## src/rtl/uart_pkg.sv

```systemverilog
// Shared definitions for the UART transmit path: FSM encoding, parity
// selection constants, minimum bit length and frame bit counts.
package uart_pkg;

  typedef enum logic [2:0] {
    ST_IDLE   = 3'd0,
    ST_START  = 3'd1,
    ST_DATA   = 3'd2,
    ST_PARITY = 3'd3,
    ST_STOP   = 3'd4
  } tx_state_e;

  localparam logic PAR_EVEN = 1'b0;
  localparam logic PAR_ODD  = 1'b1;

  // Shortest bit length that still leaves the receiver a mid-bit sample.
  localparam int MIN_PRESCALE = 2;

  localparam int START_BITS        = 1;
  localparam int DATA_BITS         = 8;
  localparam int PARITY_BITS       = 1;
  localparam int STOP_BITS         = 1;
  localparam int FRAME_BITS_NO_PAR = START_BITS + DATA_BITS + STOP_BITS;
  localparam int FRAME_BITS_PAR    = FRAME_BITS_NO_PAR + PARITY_BITS;

  // Wide enough to count every bit position of the longest frame.
  localparam int BIT_IDX_W = 4;

endpackage

```

## src/rtl/uart_tx_bit_timer.sv

```systemverilog
// Bit timer for the UART transmitter. Counts clock edges inside each bit,
// flags the last edge of a bit and tracks the bit position within the frame
// (0 = start bit, 1..DATA_WIDTH = data bits, then parity/stop).
module uart_tx_bit_timer
  import uart_pkg::*;
#(
  parameter int PRESCALE_WIDTH = 5
) (
  input  logic                      CLK,
  input  logic                      RST,
  input  logic [PRESCALE_WIDTH-1:0] eff_prescale,
  input  logic                      run,
  output logic                      bit_done,
  output logic [BIT_IDX_W-1:0]      bit_idx
);

  logic [PRESCALE_WIDTH-1:0] edge_cnt;

  // Last edge of the current bit; the parent FSM advances on this.
  assign bit_done = run && (edge_cnt == (eff_prescale - PRESCALE_WIDTH'(1)));

  // Edge counter wraps at each bit boundary; both counters park at 0 when idle.
  always_ff @(posedge CLK or posedge RST) begin
    // NOTE: clocked state uses non-blocking assignments so every register
    // samples the pre-edge values of the others, independent of block order.
    if (RST) begin
      edge_cnt <= '0;
      bit_idx  <= '0;
    end else if (!run) begin
      edge_cnt <= '0;
      bit_idx  <= '0;
    end else if (bit_done) begin
      edge_cnt <= '0;
      bit_idx  <= bit_idx + BIT_IDX_W'(1);
    end else begin
      edge_cnt <= edge_cnt + PRESCALE_WIDTH'(1);
    end
  end

endmodule

```

## src/rtl/uart_tx_frame.sv

```systemverilog
// UART transmitter: serialises one byte per accepted request as
// start, DATA_WIDTH data bits LSB first, optional parity, stop. Every bit is
// held for eff_prescale clocks. TX_OUT and busy are registered from the
// next-state decode so they change on the same edge as the FSM.
module uart_tx_frame
  import uart_pkg::*;
#(
  parameter int PRESCALE_WIDTH = 5,
  parameter int DATA_WIDTH     = 8
) (
  input  logic                      CLK,
  input  logic                      RST,
  input  logic [DATA_WIDTH-1:0]     P_DATA,
  input  logic                      DATA_VALID,
  input  logic                      parity_enable,
  input  logic                      parity_type,
  input  logic [PRESCALE_WIDTH-1:0] prescale,
  output logic                      TX_OUT,
  output logic                      busy
);

  localparam int                   DIDX_W        = (DATA_WIDTH > 1) ? $clog2(DATA_WIDTH) : 1;
  localparam logic [BIT_IDX_W-1:0] LAST_DATA_POS = BIT_IDX_W'(DATA_WIDTH);

  tx_state_e                 state, state_next;
  logic [DATA_WIDTH-1:0]     data_reg;
  logic                      par_en_reg;
  logic                      par_type_reg;
  logic [PRESCALE_WIDTH-1:0] prescale_reg;
  logic [PRESCALE_WIDTH-1:0] eff_prescale;
  logic                      run;
  logic                      accept;
  logic                      bit_done;
  logic [BIT_IDX_W-1:0]      bit_idx;
  logic [BIT_IDX_W-1:0]      next_pos;
  logic [DIDX_W-1:0]         data_idx;
  logic                      tx_next;

  // Prescale 0 and 1 are stretched to the minimum usable bit length.
  assign eff_prescale = (prescale_reg < PRESCALE_WIDTH'(MIN_PRESCALE))
                      ? PRESCALE_WIDTH'(MIN_PRESCALE) : prescale_reg;
  assign run    = (state != ST_IDLE);
  assign accept = (state == ST_IDLE) && DATA_VALID;

  uart_tx_bit_timer #(
    .PRESCALE_WIDTH(PRESCALE_WIDTH)
  ) u_bit_timer (
    .CLK         (CLK),
    .RST         (RST),
    .eff_prescale(eff_prescale),
    .run         (run),
    .bit_done    (bit_done),
    .bit_idx     (bit_idx)
  );

  // Next-state decode: each state lasts one bit, DATA lasts DATA_WIDTH bits.
  always_comb begin
    // NOTE: every combinational output gets a default before the case, so no
    // path leaves it unassigned and no latch is inferred.
    state_next = state;
    case (state)
      ST_IDLE:   if (DATA_VALID) state_next = ST_START;
      ST_START:  if (bit_done)   state_next = ST_DATA;
      ST_DATA:   if (bit_done && (bit_idx == LAST_DATA_POS))
                   state_next = par_en_reg ? ST_PARITY : ST_STOP;
      ST_PARITY: if (bit_done)   state_next = ST_STOP;
      ST_STOP:   if (bit_done)   state_next = ST_IDLE;
      default:                   state_next = ST_IDLE;
    endcase
  end

  // Line level for the coming cycle, derived from the state and bit position
  // that will be current after this edge.
  always_comb begin
    next_pos = bit_done ? (bit_idx + BIT_IDX_W'(1)) : bit_idx;
    data_idx = DIDX_W'(next_pos - BIT_IDX_W'(1));
    tx_next  = 1'b1;
    case (state_next)
      ST_START:  tx_next = 1'b0;
      ST_DATA:   tx_next = data_reg[data_idx];
      ST_PARITY: tx_next = (^data_reg) ^ (par_type_reg == PAR_ODD);
      default:   tx_next = 1'b1;
    endcase
  end

  // FSM and output registers; frame settings are captured only on accept.
  always_ff @(posedge CLK or posedge RST) begin
    if (RST) begin
      state        <= ST_IDLE;
      TX_OUT       <= 1'b1;
      busy         <= 1'b0;
      data_reg     <= '0;
      par_en_reg   <= 1'b0;
      par_type_reg <= PAR_EVEN;
      prescale_reg <= '0;
    end else begin
      state  <= state_next;
      TX_OUT <= tx_next;
      busy   <= (state_next != ST_IDLE);
      if (accept) begin
        data_reg     <= P_DATA;
        par_en_reg   <= parity_enable;
        par_type_reg <= parity_type;
        prescale_reg <= prescale;
      end
    end
  end

endmodule

```

## config.mk

```make
export PLATFORM = sky130hd
export DESIGN_NAME = uart_tx_frame
export DESIGN_NICKNAME = d
export VERILOG_FILES = /design/src/rtl/uart_pkg.sv /design/src/rtl/uart_tx_bit_timer.sv /design/src/rtl/uart_tx_frame.sv
export SDC_FILE = /design/constraint.sdc
export NUM_CORES = 1
export LEC_CHECK = 0
export CAP_MARGIN = 20
export CORE_MARGIN = 5
export CORE_UTILIZATION = 50
export CTS_CLUSTER_DIAMETER = 50
export DETAILED_ROUTE_END_ITERATION = 8
export GPL_TIMING_DRIVEN = 0
export PLACE_DENSITY_LB_ADDON = 0.08
export SLEW_MARGIN = 25
export SYNTH_ARGS = -nofsm -noshare
export SYNTH_HDL_FRONTEND = slang
export SYNTH_SLANG_ARGS = --single-unit
```

## constraint.sdc

```tcl
create_clock -name CLK -period 3 [get_ports CLK]
set_input_delay 0.45 -clock CLK [delete_from_list [all_inputs] [get_ports CLK]]
set_output_delay 0.45 -clock CLK [all_outputs]
set_load 0.02 [all_outputs]
```

======== Yosys cells after proc, flatten, opt, wreduce, memory -nomap -nowiden ========
Index checks and enable logic that the tools add are counted.
operators by class
  $add $sub $neg .......................... 4
  order comparisons ....................... 2
  eq/ne operators ......................... 9
  muxes and demuxes ....................... 15
  bitwise logic cells ..................... 1
  reduce and logical (&&, ||, !) cells .... 7
operator list
  kind                 count
  $mux 3               6
  $mux 5               3
  $pmux 3 s5           1
  $eq 3x2->1 const B   4
  $mux 4               2
  $reduce_xor 8->1     1
  $eq 3x1->1 const B   2
  $reduce_bool 3->1    2
  $add 5x1->5 const B  1
  $eq 5x5->1           1
  $lt 5x2->1 const B   1
  $sub 5x1->5 const B  1
  $add 4x1->4 const B  1
  $eq 4x4->1 const B   1
  $lt 3x4->1 const B   1
  $bmux 1 s3           1
  $eq 3x3->1 const B   1
  $logic_and 1x1->1    3
  $logic_not 3->1      1
  $pmux 1 s3           1
  $sub 3x1->3 const B  1
  $mux 1               1
  $xor 1x1->1          1
word-level totals
  register bits after elaboration ......... 29
  input port bits ......................... 18

======== Longest topological paths before layout ========
Gate-level depths: netlist of the first run.
  depth in word-level cells ............... 10
  depth in mapped cells ................... 13

======== Modules after synthesis ========
Synthesis of the first run repeated with hierarchy kept, for this count alone.
unflattened totals
  cell total of the unflattened synthesis .. 143
  area total of the unflattened synthesis .. 1705.4 um^2
modules (own cells, without submodules)
  module             times used  cells an instance  area an instance (um^2)  seq. area each (um^2)
  uart_tx_frame      1           90                 1127.3                   501.7
  uart_tx_bit_timer  1           53                 578.1                    225.2

======== Worst setup path after synthesis of the first run ========
No wires, ideal clock.
  path kind ............................... flip-flop to flip-flop
  from .................................... register prescale_reg[3]
  to ...................................... register TX_OUT
  arrival time ............................ 2796 ps
  setup slack ............................. 102 ps
  cell stages (with the launch flop) ...... 13
  buffers on the path ..................... 1
  path through ............................ dfrtp_1 > or2_0 > a211o_1 > a31oi_2 > nand3_2 > mux2i_1 > ha_1 > clkbuf_1 > mux2_2 > o221ai_1 > mux2i_1 > o2111ai_1 > a41oi_1
between the ends
  longest elaborated chain between the ends .. 10
  elaborated cells between the ends (all ways) .. 19
  classes of those cells .................. add/sub: 2; order compare: 1; eq/ne: 4; mux: 10; reduce/logical: 2
ends and longest elaborated chain
  item                                                  line                                      RTL
  start: declaration                                    uart_tx_frame.sv:29                       logic [PRESCALE_WIDTH-1:0] prescale_reg;
  start signal: assignment                              uart_tx_frame.sv:104                      prescale_reg <= prescale;
  $lt 5x2->1                                            uart_tx_frame.sv:40                       assign eff_prescale = (prescale_reg < PRESCALE_WIDTH'(MIN_PRESCALE))
  $mux 5 *                                              uart_tx_frame.sv:41                       ? PRESCALE_WIDTH'(MIN_PRESCALE) : prescale_reg;
  $sub 5x1->5 *                                         uart_tx_bit_timer.sv:20                   assign bit_done = run && (edge_cnt == (eff_prescale - PRESCALE_WIDTH'(1)));
  $eq 5x5->1 *                                          uart_tx_bit_timer.sv:20
  $logic_and 1x1->1 *                                   uart_tx_bit_timer.sv:20
  $mux 4 or $logic_and 1x1->1 (tied branches)           n/a
  $sub 3x1->3 or $mux 3 (tied branches)                 uart_tx_frame.sv:76, uart_tx_frame.sv:64
  $bmux 1 s3 or $pmux 3 s5 (tied branches)              uart_tx_frame.sv:80, uart_tx_frame.sv:61
  $mux 1 (implied by the code) (tied with other cells)  uart_tx_frame.sv:80                       ST_DATA: tx_next = data_reg[data_idx];
  $pmux 1 s3 *                                          uart_tx_frame.sv:78                       case (state_next)
  net tx_next                                           uart_tx_frame.sv:37                       logic tx_next;
  end signal: assignment                                uart_tx_frame.sv:98                       TX_OUT <= tx_next;
  end: declaration                                      uart_tx_frame.sv:18                       output logic TX_OUT,
Mark *: on every way through the listed nets, which the timed path passes. The rest lies on a longest branch. The select of a mux whose other input is x is not followed.
A chain may end at the register's enable or synchronous reset.

======== Worst setup path in the final report of the first run ========
  from .................................... register prescale_reg[0]
  to ...................................... register TX_OUT
The elaborated chain is that of the path after synthesis.

==> metrics.txt, run 1 <==
cts hold-fix bufs 0; Critical Path Start Type flip-flop; Clock transition at path regs 0.07 ns; first-pass GRT wire length 6.87 mm; outcome finished clean; commonest non-fill, non-tap cell in the layout dfrtp_1; Nets 235; die area 0.00498 mm^2; max reg flops 8; CTS root buffer clkbuf_8; 1st-iter DRT viols 107; Power Density 1400 mW/mm^2; post-DR vias/cell 5.89; Clk Latency, worst-skew pair 0.28 ns; total clock sinks 29; Compound-Gate Fraction of Synth Area 12.5%; vias in the first global route 1499; cts bufs inserted 5; Placer Congestion 0.878; pre-CTS setup slack -0.273 ns; Die X 70.5 um; Synth Area in XOR/XNOR 8.60%; post-synthesis cell count 170; post-synthesis cell area 0.00183 mm^2; synthesis-stage register bit count 29; I/O Pins 20; WP data required 3.20 ns; port buffer count 19; max_cap viols 0; hold crit path type flip-flop to flip-flop; ant diodes 0; final wirelength 4.40 mm; synthesis-to-finish area growth 36.1%; primary flip-flop cell chosen by synthesis mapping dfrtp_1; CP max stage delay 0.46 ns; fmax 338 MHz; H-tree levels 2; layout cells sized above 1 36.4%; Post-DP HPWL 2.79 mm; Final Hold Fails 0; num rows 22; post-synthesis net count 192; largest family of logic cells by synthesized area simple AND/OR/NAND/NOR gates; pins over their slew limit 0; worst-path maximum fanout 7; most frequent cells in the layout dfrtp_1 (25), clkdlybuf4s50_1 (19), buf_4 (17); cell taking the most area after synthesis dfrtp_1; post-synthesis sequential area ratio 39.7%; arrival time worst endpoint 3.16 ns; Synth Area in Adders 2.73%; Peak VDD IR 823 uV; WHS 0.540 ns; mux share of post-synthesis cell area 13.4%; CTS tree yes; RSZ-0062 raised after global routing true; top cells by area, synth dfrtp_1 (38%), mux2_2 (10%), xnor2_1 (4.8%); Post-synth ARST share 100%; total grt overflow 0; leakage power 1.00 nW; final period demand of the worst path 2.96 ns; wire per inst 16.8 um; Yosys Warn Count 0; Initial DRT Pass Iterations 4; Setup Skew 0.00551 ns; top cell type's share of synthesized area 38.2%; Slew HR 59.5%; # fillers 270; post-route clock period utilization 98.8%; endpoints failing setup 0; Global Route Usage Sum 17.0%; CTS max path bufs 2; Vert. Die Dim 70.5 um; Residual DRC 0; detailed-route via count 1542; Setup WS post-layout 0.0375 ns; Post-synth EDFFs 0; Yosys cell types 56; largest net degree at the start of global routing 30; Crit Path Category flip-flop to flip-flop; post-route ant nets 0; Worst setup EP type flip-flop; worst-path cell chain o31ai_4 -> mux2i_2 -> a31oi_4 -> nand3_4 -> mux2i_4 -> ha_4 -> nand2b_4 -> a311oi_1 -> nor4_1 -> o221ai_1 -> a41oi_2; Initial Util 50.8%; Placeable Area 0.00361 mm^2; Synth Area in Simple Gates 19.7%; Worst-Margin Slew 0.607 ns; Syn Area/Cell 10.8 um^2; Worst path slowest cell dfrtp_1; initial antenna violation count 0
-- stage by stage --
step	instances	instance area (um^2)	total power, mW	utilization [%]	TNS, ns
CTS	247	2300	2.99	63.7	0
detailed placement	237	2080	2.34	57.8	-0.273
finish	262	2490	3.49	69.2	0
floorplan	170	1830	2.00	-	0
global placement	237	2080	2.27	57.8	-0.191
global route	262	2490	3.70	69.2	-0.0631
-- cell families after synthesis --
| kind of cell | after synthesis |
|---|---|
| AND/OR/NAND/NOR | 59 |
| flip-flops | 29 |
| AO/OA/AOI/OAI | 26 |
| multiplexers | 22 |
| XOR/XNOR | 18 |
| buffers and inverters | 12 |
| adder cells (fa/ha/maj) | 4 |
-- worst max-delay path, delay by kind of cell (launching register included) --
kind,cells,cell delay [ns]
flip-flops,1,0.46
AND/OR/NAND/NOR,3,0.59
adder cells (fa/ha/maj),1,0.26
multiplexers,2,0.61
AO/OA/AOI/OAI,5,0.96
-- synthesized netlist by cell type (all sizes together), types with 3 or more instances --
| master | instances |
|---|---|
| o21ai | 4 |
| ha | 4 |
| nand3 | 5 |
| buf | 3 |
| xor2 | 8 |
| a311oi | 3 |
| mux2 | 18 |
| nand2b | 3 |
| nand2 | 8 |
| or2 | 3 |
| inv | 5 |
| nor2 | 14 |
| a41oi | 3 |
| clkbuf | 4 |
| mux2i | 4 |
| nor3 | 7 |
| dfrtp | 28 |
| xnor2 | 10 |
-- path summary, 6_finish.rpt --
path                                 start                       to  slack (ns)  cells after the start
min reg2reg                   par_type_reg             par_type_reg        0.54                      1
max reg2reg                prescale_reg[0]                   TX_OUT        0.04                     11
min in group asynchronous              RST          prescale_reg[2]        0.56                      2
max in group asynchronous              RST  u_bit_timer.edge_cnt[3]        2.00                      2
max                        prescale_reg[0]                   TX_OUT        0.04                     11
min                           par_type_reg             par_type_reg        0.54                      1
-- metal layers --
layer	wire (um)	global-route usage (%)
met2	2070	25.8
met4	116	4.59
met3	196	5.54
met5	0	0
met1	2010	23.4
-- repair_timing --
action / CTS / global route
buffers inserted: 3 / 15
setup endpoints to repair: 1 / 1
pin swaps: 6 / 9
resized for setup: 12 / 16
-- area by class of cell --
cell class | count | area (um^2) | share of cell area, %
Clock inverter | 1 | 30.0 | 1.20
Tap cell | 48 | 60.1 | 2.41
Sequential cell | 29 | 731 | 29.3
Clock buffer | 7 | 86.3 | 3.46
Inverter | 5 | 18.8 | 0.752
Timing Repair Buffer | 37 | 323 | 12.9
Multi-Input combinational cell | 129 | 1210 | 48.3
Buffer | 6 | 40.0 | 1.60
-- power by group --
part / switching, mW / internal [mW] / total (mW)
clock: 0.151 / 0.271 / 0.421
sequential: 0.258 / 0.577 / 0.835
combinational: 1.07 / 1.16 / 2.23
Note: power is estimated with default switching activity, not from simulation.
==> run 2: changes to the inputs <==
--- a/config.mk
+++ b/config.mk
@@ -11,7 +11,7 @@
 export CTS_CLUSTER_DIAMETER = 50
 export DETAILED_ROUTE_END_ITERATION = 8
 export GPL_TIMING_DRIVEN = 0
-export PLACE_DENSITY_LB_ADDON = 0.08
+export PLACE_DENSITY = 0.79
 export SLEW_MARGIN = 25
 export SYNTH_ARGS = -nofsm -noshare
 export SYNTH_HDL_FRONTEND = slang
==> run 2 against run 1 <==
  * Total power fell by 2.7%
  * Fmax grew 0.11%
  * Clock power is 13% lower
  * Highest routed layer unchanged
  * Largest power group unchanged
==> metrics.txt, run 2 (synthesized netlist as in run 1, its figures left out) <==
outcome finished clean; I/O Pins 20; final wirelength 4.34 mm; critical path buffer and inverter count 0; first-pass GRT wire length 6.89 mm; Worst path depth 11; CTS max path bufs 2; Slew HR 51.3%; Placer Congestion 0.834; hold path cells 1; Post-Layout Cell Count 258; Crit Path Category flip-flop to flip-flop; pins over their slew limit 0; die area 0.00498 mm^2; Worst setup EP type flip-flop; worst-path maximum fanout 8; Initial DRT Pass Iterations 4; Peak VDD IR 691 uV; Post-Place Cells 237; RSZ-0062 raised after global routing true; Setup Skew 0.00362 ns; most frequent cells in the layout dfrtp_1 (24), clkdlybuf4s50_1 (19), mux2_2 (16); CTS root buffer clkbuf_8; total grt overflow 0; 1st-iter DRT viols 180; area of the multi-input gates 0.00122 mm^2; post-DR vias/cell 5.78; max_cap viols 0; endpoints failing setup 0; post-route clock period utilization 98.6%; arrival time worst endpoint 3.17 ns; Initial Util 50.8%; port buffer count 19; Post-DP HPWL 2.76 mm; Worst R2R Path Depth 11; Global Route Usage Sum 17.3%; Vert. Die Dim 70.5 um; Placeable Area 0.00361 mm^2; num rows 22; Clock transition at path regs 0.06 ns; Clk Latency, worst-skew pair 0.29 ns; cts bufs inserted 5; setup_tns 0 ns; # fillers 276; Largest delay share family, worst path compound AO/OA/AOI/OAI gates; WHS 0.532 ns; Die X 70.5 um; WP data required 3.21 ns; wire per inst 16.8 um; final period demand of the worst path 2.96 ns; layout cells sized above 1 37.6%; post-route ant nets 0; CTS tree yes; Nets 231; detailed-route via count 1490; hold crit path type flip-flop to flip-flop; ant diodes 0; vias in the first global route 1483; H-tree levels 2; fin util 68.4%; worst-path cell chain or2_0 -> a211o_1 -> a31oi_4 -> nand3_4 -> mux2i_4 -> ha_4 -> nand2b_1 -> o221ai_2 -> mux2i_1 -> o2111ai_2 -> a41oi_2; Final Hold Fails 0; largest net degree at the start of global routing 30; commonest non-fill, non-tap cell in the layout dfrtp_1; leakage power 0.977 nW; CP max stage delay 0.47 ns; Worst-Margin Slew 0.727 ns; fmax 338 MHz; total clock sinks 29; synthesis-to-finish area growth 34.5%; Sequential Area 732 um^2; Worst path slowest cell dfrtp_2; Power Density 1380 mW/mm^2; max reg flops 8; Residual DRC 0; initial antenna violation count 0; Critical Path Start Type flip-flop
-- run 2: cell count changes in the layout (fill, tap and decap cells not counted), moves of 2 or more --
cell	before	now
nor4b_2	2	0
a2111oi_2	0	2
buf_4	17	14
a2111oi_0	2	0
nor4b_1	0	2
-- run 2: layer usage --
layer / part of all wire, % / wire, um / vias up / global-route usage (%)
met5: 0 / 0 / - / 0
met4: 2.4 / 106 / 0 / 5.85
met3: 4.2 / 181 / 12 / 4.69
met2: 50 / 2180 / 35 / 29.1
met1: 43 / 1880 / 739 / 21.7
li1: - / - / 704 / -
-- run 2: final timing paths --
kind,start,to,slack [ns]
min in group asynchronous,RST,prescale_reg[0],0.55
setup reg to reg,prescale_reg[3],TX_OUT,0.04
hold reg to reg,par_type_reg,par_type_reg,0.53
hold / removal,par_type_reg,par_type_reg,0.53
max in group asynchronous,RST,prescale_reg[3],2.01
setup / recovery,prescale_reg[3],TX_OUT,0.04
-- run 2: what timing repair did --
action                                  in CTS  in global routing
pin swaps                                    1                 12
hold buffers                                 0                  0
endpoints found under the setup margin       1                  1
hold endpoints to repair                     0                  0
gates resized for setup                      9                 25
buffers inserted                             6                  8
-- run 2: layout make-up --
type / instances / share of cell area (%)
inverter: 5 / 0.761
multi-input combinational: 129 / 49.4
timing repair buffer: 33 / 12.0
sequential: 29 / 29.7
clock buffer: 7 / 3.91
clock inverter: 1 / 0.203
tap: 48 / 2.44
buffer: 6 / 1.62
-- run 2: per-stage QoR --
step | setup WS (ns) | power [mW] | area (um^2)
global placement | -0.214 | 2.26 | 2080
finish | 0.0408 | 3.40 | 2470
detailed placement | -0.231 | 2.32 | 2080
CTS | 0.0160 | 2.90 | 2280
global route | -0.132 | 3.63 | 2470
floorplan | 0.102 | 2.00 | 1830
-- run 2: power breakdown --
group          switching (mW)  internal, mW  total (mW)
clock network           0.159         0.207       0.367
logic                    1.07          1.14        2.21
registers               0.242         0.579       0.821
total                    1.47          1.92        3.40
-- run 2: worst register-to-register path, delay by kind of cell, from the launching register on --
family | cells | cell delay (ns)
flops | 1 | 0.47
simple gates | 3 | 0.56
fa+ha+maj | 1 | 0.36
mux | 2 | 0.45
compound gates | 5 | 1.05
==> run 3: changes to the inputs <==
--- a/config.mk
+++ b/config.mk
@@ -15,4 +15,6 @@
 export SLEW_MARGIN = 25
 export SYNTH_ARGS = -nofsm -noshare
 export SYNTH_HDL_FRONTEND = slang
+export SYNTH_HIERARCHICAL = 1
 export SYNTH_SLANG_ARGS = --single-unit
+export TNS_END_PERCENT = 100
==> run 3 against run 2 <==
  * The run now ends with setup timing left
  * Worst hold slack worse by 0.12 ns
  * Clock-buffer cell count stayed put
  * Synthesized cell count is 16% lower
  * Die area is 6.0% lower
  * Fmax is 11% lower
  * Combinational power is 25% lower
==> metrics.txt, run 3 <==
final period demand of the worst path 3.34 ns; Post-synth ARST share 100%; Synth Area in XOR/XNOR 11.9%; I/O Pins 20; Worst-Margin Slew 0.743 ns; Vert. Die Dim 68.4 um; CTS max path bufs 2; ant diodes 0; synthesis-stage register bit count 29; first-pass GRT wire length 5.97 mm; Initial DRT Pass Iterations 4; outcome finished, violations left; leakage power 0.907 nW; fin util 64.9%; post-synthesis net count 167; 1st-iter DRT viols 65; pins over their slew limit 0; Yosys cell types 43; Worst setup EP type flip-flop; endpoints failing setup 2; post-synthesis sequential area ratio 42.6%; Largest delay share family, worst path multiplexers; Setup WS post-layout -0.337 ns; Syn Area/Cell 11.9 um^2; # fillers 276; max reg flops 8; cell taking the most area after synthesis dfrtp_1; worst-path cell chain o41a_1 -> inv_2 -> ha_4 -> nor3b_4 -> xnor2_2 -> nor3_4 -> and2_4 -> mux2i_1 -> ha_2 -> xnor2_2 -> xnor2_2 -> mux4_2 -> a221oi_2; post-route ant nets 0; synthesis-to-finish area growth 26.0%; fmax 300 MHz; post-route clock period utilization 111%; Final Instance Area 0.00215 mm^2; Synth Area in Simple Gates 16.8%; Placer Congestion 0.782; Synth Area in Adders 4.40%; WP data required 3.23 ns; most frequent CP cell xnor2_2; arrival time worst endpoint 3.57 ns; Setup Skew 0.0150 ns; Initial Util 51.5%; most frequent cell after synthesis dfrtp_1; wire per inst 15.5 um; met2 usage 30.4%; largest family of logic cells by synthesized area simple AND/OR/NAND/NOR gates; Clk Latency, worst-skew pair 0.33 ns; Global Route Usage Sum 17.6%; RSZ-0062 raised after global routing true; WHS 0.411 ns; met1 usage in global routing 20.3%; post-synthesis cell count 143; Post-synth EDFFs 0; detailed-route via count 1199; top cells by area, synth dfrtp_1 (41%), mux2_2 (9.9%), xnor2_1 (6.2%); post-synthesis cell area 0.00171 mm^2; total grt overflow 0; Clock transition at path regs 0.10 ns; CTS root buffer clkbuf_4; hold crit path type input port to asynchronous set/reset pin; Die X 68.4 um; global route hottest layer met2; num rows 21; top cells by count, synth dfrtp_1 (28), mux2_2 (15), xnor2_1 (12); cts bufs inserted 5; H-tree levels 2; met3 Usage GRT 3.94%; setup_tns -0.405 ns; CP max stage delay 0.53 ns; Post-Layout Cell Count 222; failing checks setup timing; CTS tree yes; Compound-Gate Fraction of Synth Area 3.82%; primary flip-flop cell chosen by synthesis mapping dfrtp_1; Post-DP HPWL 2.40 mm; Tot Pwr 2.69 mW; Residual DRC 0; Placeable Area 0.00331 mm^2; post-DR vias/cell 5.40; pre-CTS setup slack -0.807 ns; Critical Path Start Type flip-flop; commonest non-fill, non-tap cell in the layout dfrtp_1; most frequent cells in the layout dfrtp_1 (28), clkdlybuf4s50_1 (19), mux2_2 (15); worst-path maximum fanout 4; initial antenna violation count 0; Post-Place Cells 208; Crit Path Category flip-flop to flip-flop; vias in the first global route 1305; Placed Area 0.00196 mm^2; critical path buffer and inverter count 1; final wirelength 3.45 mm; largest net degree at the start of global routing 21; Final Hold Fails 0; total clock sinks 29; Yosys Warn Count 6; Peak VDD IR 848 uV; Worst path slowest cell mux4_2; die area 0.00468 mm^2; port buffer count 19; max_cap viols 0; layout cells sized above 1 31.8%; mux share of post-synthesis cell area 16.5%; Slew HR 50.4%; Nets 199; Power Density 1250 mW/mm^2; top cell type's share of synthesized area 41.1%
run 3: final timing paths:
kind / slack (ns) / end / from / cells past startpoint
worst max-delay path: -0.34 / TX_OUT / prescale_reg[3] / 13
worst min register to register: 0.54 / prescale_reg[0] / prescale_reg[0] / 1
max in group asynchronous: 1.95 / state[2] / RST / 2
worst max register to register: -0.34 / TX_OUT / prescale_reg[3] / 13
min in group CLK: 0.54 / prescale_reg[0] / prescale_reg[0] / 1
worst min-delay path: 0.41 / u_bit_timer/edge_cnt[4] / RST / 2
run 3: routing by layer:
metal / wire, um / vias up
met4: 70 / 0
met5: 0 / -
li1: - / 563
met1: 1450 / 591
met3: 161 / 6
met2: 1770 / 39
run 3: layout make-up:
type	count	area [um^2]	area share [%]
Buffer	5	22.5	1.05
Clock buffer	7	65.1	3.03
Clock inverter	1	5.00	0.233
Inverter	8	30.0	1.40
Multi-Input combinational cell	99	992	46.2
Sequential cell	29	727	33.8
Tap cell	46	57.6	2.68
Timing Repair Buffer	27	250	11.6
run 3: where the power goes:
group          leakage, nW  switching (mW)  internal, mW  total, mW
logic                0.513           0.699         0.951       1.65
registers            0.353           0.188         0.577      0.765
clock network       0.0413           0.137         0.136      0.272
run 3: timing repair:
item	in CTS	in global routing
hold buffers	0	0
endpoints found under the hold margin	0	0
buffers inserted	6	2
setup endpoints to repair	3	3
resized for setup	10	2
pin swaps	9	4
run 3: worst reg2reg max path, cell delays in order (launching register included):
cell,delay (ns)
dfrtp_1,0.42
o41a_1,0.45
inv_2,0.08
ha_4,0.13
nor3b_4,0.20
xnor2_2,0.11
nor3_4,0.21
and2_4,0.20
mux2i_1,0.19
ha_2,0.21
xnor2_2,0.13
xnor2_2,0.14
mux4_2,0.53
a221oi_2,0.24
run 3: cell families after synthesis:
kind of cell               count (synthesis)
AOI/OAI and AO/OA                          8
and+or+nand+nor                           40
muxes                                     25
xor gates and xnor gates                  20
DFF                                       29
adders and majority gates                  6
buffers and inverters                     15
==> variant 1 (settings of run 2) <==
Put one more register stage on the output `TX_OUT`, with the module's reset. The value now appears one clock later. The other outputs are not delayed to match. Comments in the files are not updated.
--- a/src/rtl/uart_tx_frame.sv
+++ b/src/rtl/uart_tx_frame.sv
@@ -21,6 +21,8 @@
 
   localparam int                   DIDX_W        = (DATA_WIDTH > 1) ? $clog2(DATA_WIDTH) : 1;
   localparam logic [BIT_IDX_W-1:0] LAST_DATA_POS = BIT_IDX_W'(DATA_WIDTH);
+
+  logic TX_OUT_s0;
 
   tx_state_e                 state, state_next;
   logic [DATA_WIDTH-1:0]     data_reg;
@@ -87,7 +89,7 @@
   always_ff @(posedge CLK or posedge RST) begin
     if (RST) begin
       state        <= ST_IDLE;
-      TX_OUT       <= 1'b1;
+      TX_OUT_s0    <= 1'b1;
       busy         <= 1'b0;
       data_reg     <= '0;
       par_en_reg   <= 1'b0;
@@ -95,7 +97,7 @@
       prescale_reg <= '0;
     end else begin
       state  <= state_next;
-      TX_OUT <= tx_next;
+      TX_OUT_s0 <= tx_next;
       busy   <= (state_next != ST_IDLE);
       if (accept) begin
         data_reg     <= P_DATA;
@@ -106,5 +108,13 @@
     end
   end
 
+  always_ff @(posedge CLK or posedge RST) begin
+    if (RST) begin
+      TX_OUT <= '0;
+    end else begin
+      TX_OUT <= TX_OUT_s0;
+    end
+  end
+
 endmodule
 
Function: changed (Yosys sat finds a counterexample within 4 cycles, from zero or initial values and one cycle with RST high).
==> variant 1 against run 2 <==
The flow now finishes with violations (negative setup slack); worst setup slack lost 0.073 ns; sequential cell count up 1; sequential share of layout area grew 0.98 points; first-iteration DRC count is 42% lower; non-clock buffer count rose by 3; routed wire length up 3.8%; largest cell class unchanged; design area down 0.20%; clock power down 16%; total power down 1.2%; die area is 1.2% higher; synthesized cell count increased by 0.59%; synthesized area rose by 1.4%.
==> variant 1: results (changes against run 2) <==
Parameter                              Value

Critical path
  Endpoint of the most critical register-to-register path    TX_OUT_s0
  Slack of the worst reg-to-reg path    -0.03 ns (-0.07 ns)
  Biggest fanout along the worst timing path    7 (-1)
  Data arrival time of the worst path    3.22 ns (+0.05 ns)

Pwr
  Clock Power Share    9.2% (-1.6 points)
  Static leakage    0.992 nW (+1.6%)
  Worst vdd rail ir drop    0.675 mV (-2.3%)
  Internal cell power    1.90 mW (-1.4%)
  Share of total power in combinational logic    65.9% (+0.9 points)

Clock tree
  Worst-skew pair later-pin latency    0.29 ns (about the same)
  Post-cts sizing count    6 (-3)
  Post-CTS repair timing setup buffer count    5 (-1)

Global route
  Wire length of the first global-routing pass    6730 um (-2.2%)
  GRT met2 Usage    27.1% (-2.0 points)
  Pin count of the biggest net entering global routing    31 (+3.3%)
  Number of global-route vias before repair    1470 (-0.88%)
  GRT met3 Usage    4.97% (+0.28 points)
  Met1 Resource Use GR    21.2% (-0.50 points)
  Total routing usage reported by global routing    16.8% (-0.55 points)

Synthesis
  Synthesized Nets    193 (+0.52%)
  Top cells by area, synth    sky130_fd_sc_hd__dfrtp_1, sky130_fd_sc_hd__mux2_2, sky130_fd_sc_hd__xnor2_1
  Compound-gate portion of the synthesized area    12.3% (-0.17 points)
  Adder-Cell Fraction of Synth Area    2.69% (-0.037 points)
  Average cell area after synthesis    10.9 um^2 (+0.77%)
  Part of the Yosys area used for sequential elements    40.5% (+0.81 points)
  Xor and xnor area share after synthesis    8.48% (-0.12 points)

Layout
  Share of the final layout cell area in sequential cells    30.7% (+0.98 points)
  Fraction of layout cells with a size suffix above 1    34.1% (-3.5 points)
  Area occupied by multi-input gates    1190 um^2 (-2.5%)
  Buffering overhead    14.5% (+0.89 points)
  Clock network area share    3.36% (-0.75 points)
  Number of flip-flops and latches    30 (+3.4%)
  Non-clock buffer total of the final layout    42 (+7.7%)

Drt
  Wire length on met1    1940 um (+3.2%)
  Violation count after the first detailed-routing iteration    104 (-42%)
  Met3 wire length    190 um (+5.0%)
  Wire length reported by the detailed router    4500 um (+3.8%)
  Wire length on met2    2290 um (+5.3%)
  Vias after detailed routing    1522 (+2.1%)

STA
  Setup tns final    -0.0324 ns (-0.0324 ns)
  Min setup slack post-route    -0.0324 ns (-0.0732 ns)
  Slew at the pin closest to its max-slew limit    0.655 ns (-0.0724 ns)
  Total of endpoints with negative setup slack in the final report    1 (+1)
  Post-Route Hold Slack    0.395 ns (-0.136 ns)
  Worst clock skew on the final layout    0.00698 ns (+0.00336 ns)

Outcome
  Violated checks    negative setup slack
  Result of the run    complete, but fails checks

Worst hold path
  Endpoint, Worst Hold    TX_OUT
  Depth of the worst hold-timing path    0 (-1)
  Critical hold path startpoint    TX_OUT_s0

Place
  Placed cells    238 (+0.42%)
  Detailed Place HPWL    2780 um (+0.83%)
  RePlAce Congestion    0.879 (+5.4%)

Die
  Rows    22 (unchanged)
==> variant 1: worst max-delay path, cell delays in order (launching register included) <==
cell and delay (ns):
sky130_fd_sc_hd__dfrtp_2 0.44, sky130_fd_sc_hd__or2_0 0.23, sky130_fd_sc_hd__a211o_1 0.36, sky130_fd_sc_hd__a31oi_4 0.25, sky130_fd_sc_hd__nand3_4 0.16, sky130_fd_sc_hd__mux2i_4 0.23, sky130_fd_sc_hd__ha_4 0.34, sky130_fd_sc_hd__mux2_4 0.32
sky130_fd_sc_hd__o221ai_2 0.15, sky130_fd_sc_hd__mux2i_1 0.13, sky130_fd_sc_hd__o2111ai_1 0.15, sky130_fd_sc_hd__a41oi_2 0.15
==> variant 1: metrics by stage <==
stage,utilization (%),setup WS (ns)
2_1_floorplan,-,0.102
3_3_place_gp,58.0,-0.159
3_5_place_dp,58.0,-0.257
4_1_cts,62.3,0.00188
5_1_grt,67.7,-0.116
6_report,67.7,-0.0324
==> variant 2 (settings of run 2) <==
Without the edit above. Set the package constant `BIT_IDX_W` to 5 (it was 4).
--- a/src/rtl/uart_pkg.sv
+++ b/src/rtl/uart_pkg.sv
@@ -24,7 +24,7 @@
   localparam int FRAME_BITS_PAR    = FRAME_BITS_NO_PAR + PARITY_BITS;
 
   // Wide enough to count every bit position of the longest frame.
-  localparam int BIT_IDX_W = 4;
+  localparam int BIT_IDX_W = 5;
 
 endpackage
 
Formal check against the unedited RTL: no difference found for any inputs over 10 cycles, from zero or initial values and one cycle with RST high; that may be too few to reach the edited logic, so the function may still have changed.
==> variant 2 against run 2 <==
Sequential share of layout area up 2.4 points; design area down 5.0%; worst setup slack better by 0.11 ns; sequential cell count up 1; routed wire length down 8.0%; synthesized area up 6.1%; synthesized cell count up 28%; first-iteration DRC count down 72%; global-route usage down 0.24 points.
Power is left out: it rests on default switching activity, and per cell area and clock period it moved more than threefold.
==> variant 2: results (changes against run 2) <==
Parameter                              Value

Drt
  Via density    5.36 (-7.1%)
  DRT antenna net count    0 (unchanged)
  Vias after detailed routing    1593 (+6.9%)
  Routed len/inst    13.4 um (-20%)
  First drt pass iteration count    4 (unchanged)
  Violation count after the first detailed-routing iteration    51 (-72%)

Layout
  Number of fill cells    342 (+24%)
  Number of flip-flops under the largest register name    8 (unchanged)
  Antenna cells    0 (unchanged)
  Fraction of layout cells with a size suffix above 1    13.3% (-24 points)
  Number of nets at the end of the flow    270 (+17%)

Synthesis
  Fraction of registers with async set or reset after synthesis    100% (unchanged)
  Most common library cells after synthesis    sky130_fd_sc_hd__nand2_1, sky130_fd_sc_hd__dfrtp_1, sky130_fd_sc_hd__nor2_1
  Count of unique library cells instantiated by Yosys    51 (-8.9%)
  Part of the Yosys area used for sequential elements    38.6% (-1.0 points)
  Top cells by area, synth    sky130_fd_sc_hd__dfrtp_1, sky130_fd_sc_hd__nand2_1, sky130_fd_sc_hd__xnor2_1
  Cell count after synthesis    218 (+28%)
  Synthesized Nets    240 (+25%)

Worst hold path
  Tightest Hold Check Type    register to register
  Endpoint, Worst Hold    par_type_reg
  Depth of the worst hold-timing path    2 (+1)

Critical path
  Count of cells along the worst register-to-register path    12 (+1)
  Cell with the biggest individual delay on the critical path    sky130_fd_sc_hd__a2111oi_4
  Slack of the worst reg-to-reg path    0.15 ns (+0.11 ns)
  Endpoint of the most critical register-to-register path    TX_OUT
  Reg2reg start    prescale_reg[4]
  Delay of the slowest cell on the worst path    0.41 ns (-0.06 ns)

Outcome
  Result of the run    finished clean

Global route
  Total routing usage reported by global routing    17.1% (-0.24 points)
  Wire length of the first global-routing pass    6960 um (+1.1%)
  Pin count of the biggest net entering global routing    31 (+3.3%)

Clock tree
  Worst-path clk slew    0.06 ns (about the same)
  Worst-skew pair later-pin latency    0.29 ns (about the same)

Place
  Placed cells    285 (+20%)
  Worst setup timing slack at the placement stage    -0.169 ns (+0.0622 ns)
  Detailed Place HPWL    2860 um (+3.8%)
  Port Buffers    19 (unchanged)
  Placement-stage cell area    2200 um^2 (+5.4%)
  RePlAce Congestion    0.852 (+2.2%)

STA
  Slew at the pin closest to its max-slew limit    0.616 ns (-0.111 ns)
  Worst clock skew on the final layout    0.00630 ns (+0.00269 ns)
-- variant 2: cell count changes in the layout (fill, tap and decap cells not counted), sizes merged, moves of 3 or more --
| cell | change |
|---|---|
| o32a | +3 |
| nand2 | +40 |
| a311oi | -3 |
| mux2 | -18 |
| o21ai | +4 |
| buf | -7 |
| nor2 | +9 |
| a41oi | -3 |
| inv | +7 |
| xnor2 | +3 |
| nand3b | +3 |
-- variant 2: cell type report --
cell class	instances	area (um^2)	share of cell area (%)
inverters	12	45.0	1.92
well taps	48	60.1	2.56
multi-input cells	166	1110	47.3
clock buffers	8	90.1	3.84
repair buffers	24	228	9.72
plain buffers	9	60.1	2.56
flip-flops and latches	30	752	32.1
-- variant 2: logic make-up (layout without fill, tap and decap cells) --
family,count (synthesis),in the layout,synth area share (%)
mux,6,6,3.09
buf+inv,22,53,5.59
xor+xnor,19,19,8.55
fa+ha+maj,4,4,2.57
flops,30,30,38.6
compound gates,28,28,13.1
simple gates,109,109,28.4
-- variant 2: stage by stage --
step	hold slack, ns	utilization, %	setup TNS [ns]
finish	0.506	63.1	0
global route	0.536	63.1	0
CTS	0.505	62.3	0
detailed placement	0.489	59.1	-0.169
global placement	0.483	59.1	-0.130
floorplan	0.463	-	0
-- variant 2: worst max path at each step --
stage	start	endpoint	slack [ns]	depth (start not counted)
detailed placement	prescale_reg[4]	TX_OUT	-0.17	13
global placement	prescale_reg[4]	TX_OUT	-0.13	13
floorplan	prescale_reg[4]	TX_OUT	0.13	13
global route	prescale_reg[4]	TX_OUT	0.002	12
CTS	prescale_reg[0]	TX_OUT	0.02	13
finish	prescale_reg[4]	TX_OUT	0.15	12
-- variant 2: per-layer routing --
layer  part of all wire (%)  wire [um]  vias up  GRT usage [%]
li1                       -          -      805              -
met1                     47       1860      747           19.3
met2                     47       1890       31           29.9
met3                    3.8        152       10           4.99
met4                    2.2         89        0           7.17
met5                      0          0        -              0
-- variant 2: what timing repair did --
| action | in CTS | in global routing |
|---|---|---|
| pin swaps | 2 | 2 |
| endpoints found under the setup margin | 1 | 1 |
| resized for setup | 2 | 3 |
| setup buffers | 3 | 2 |
-- variant 2: worst min-delay path: cells and delay by family, from the launching register on --
| family | cells | cell delay (ns) |
|---|---|---|
| simple gates | 2 | 0.11 |
| flops | 1 | 0.37 |
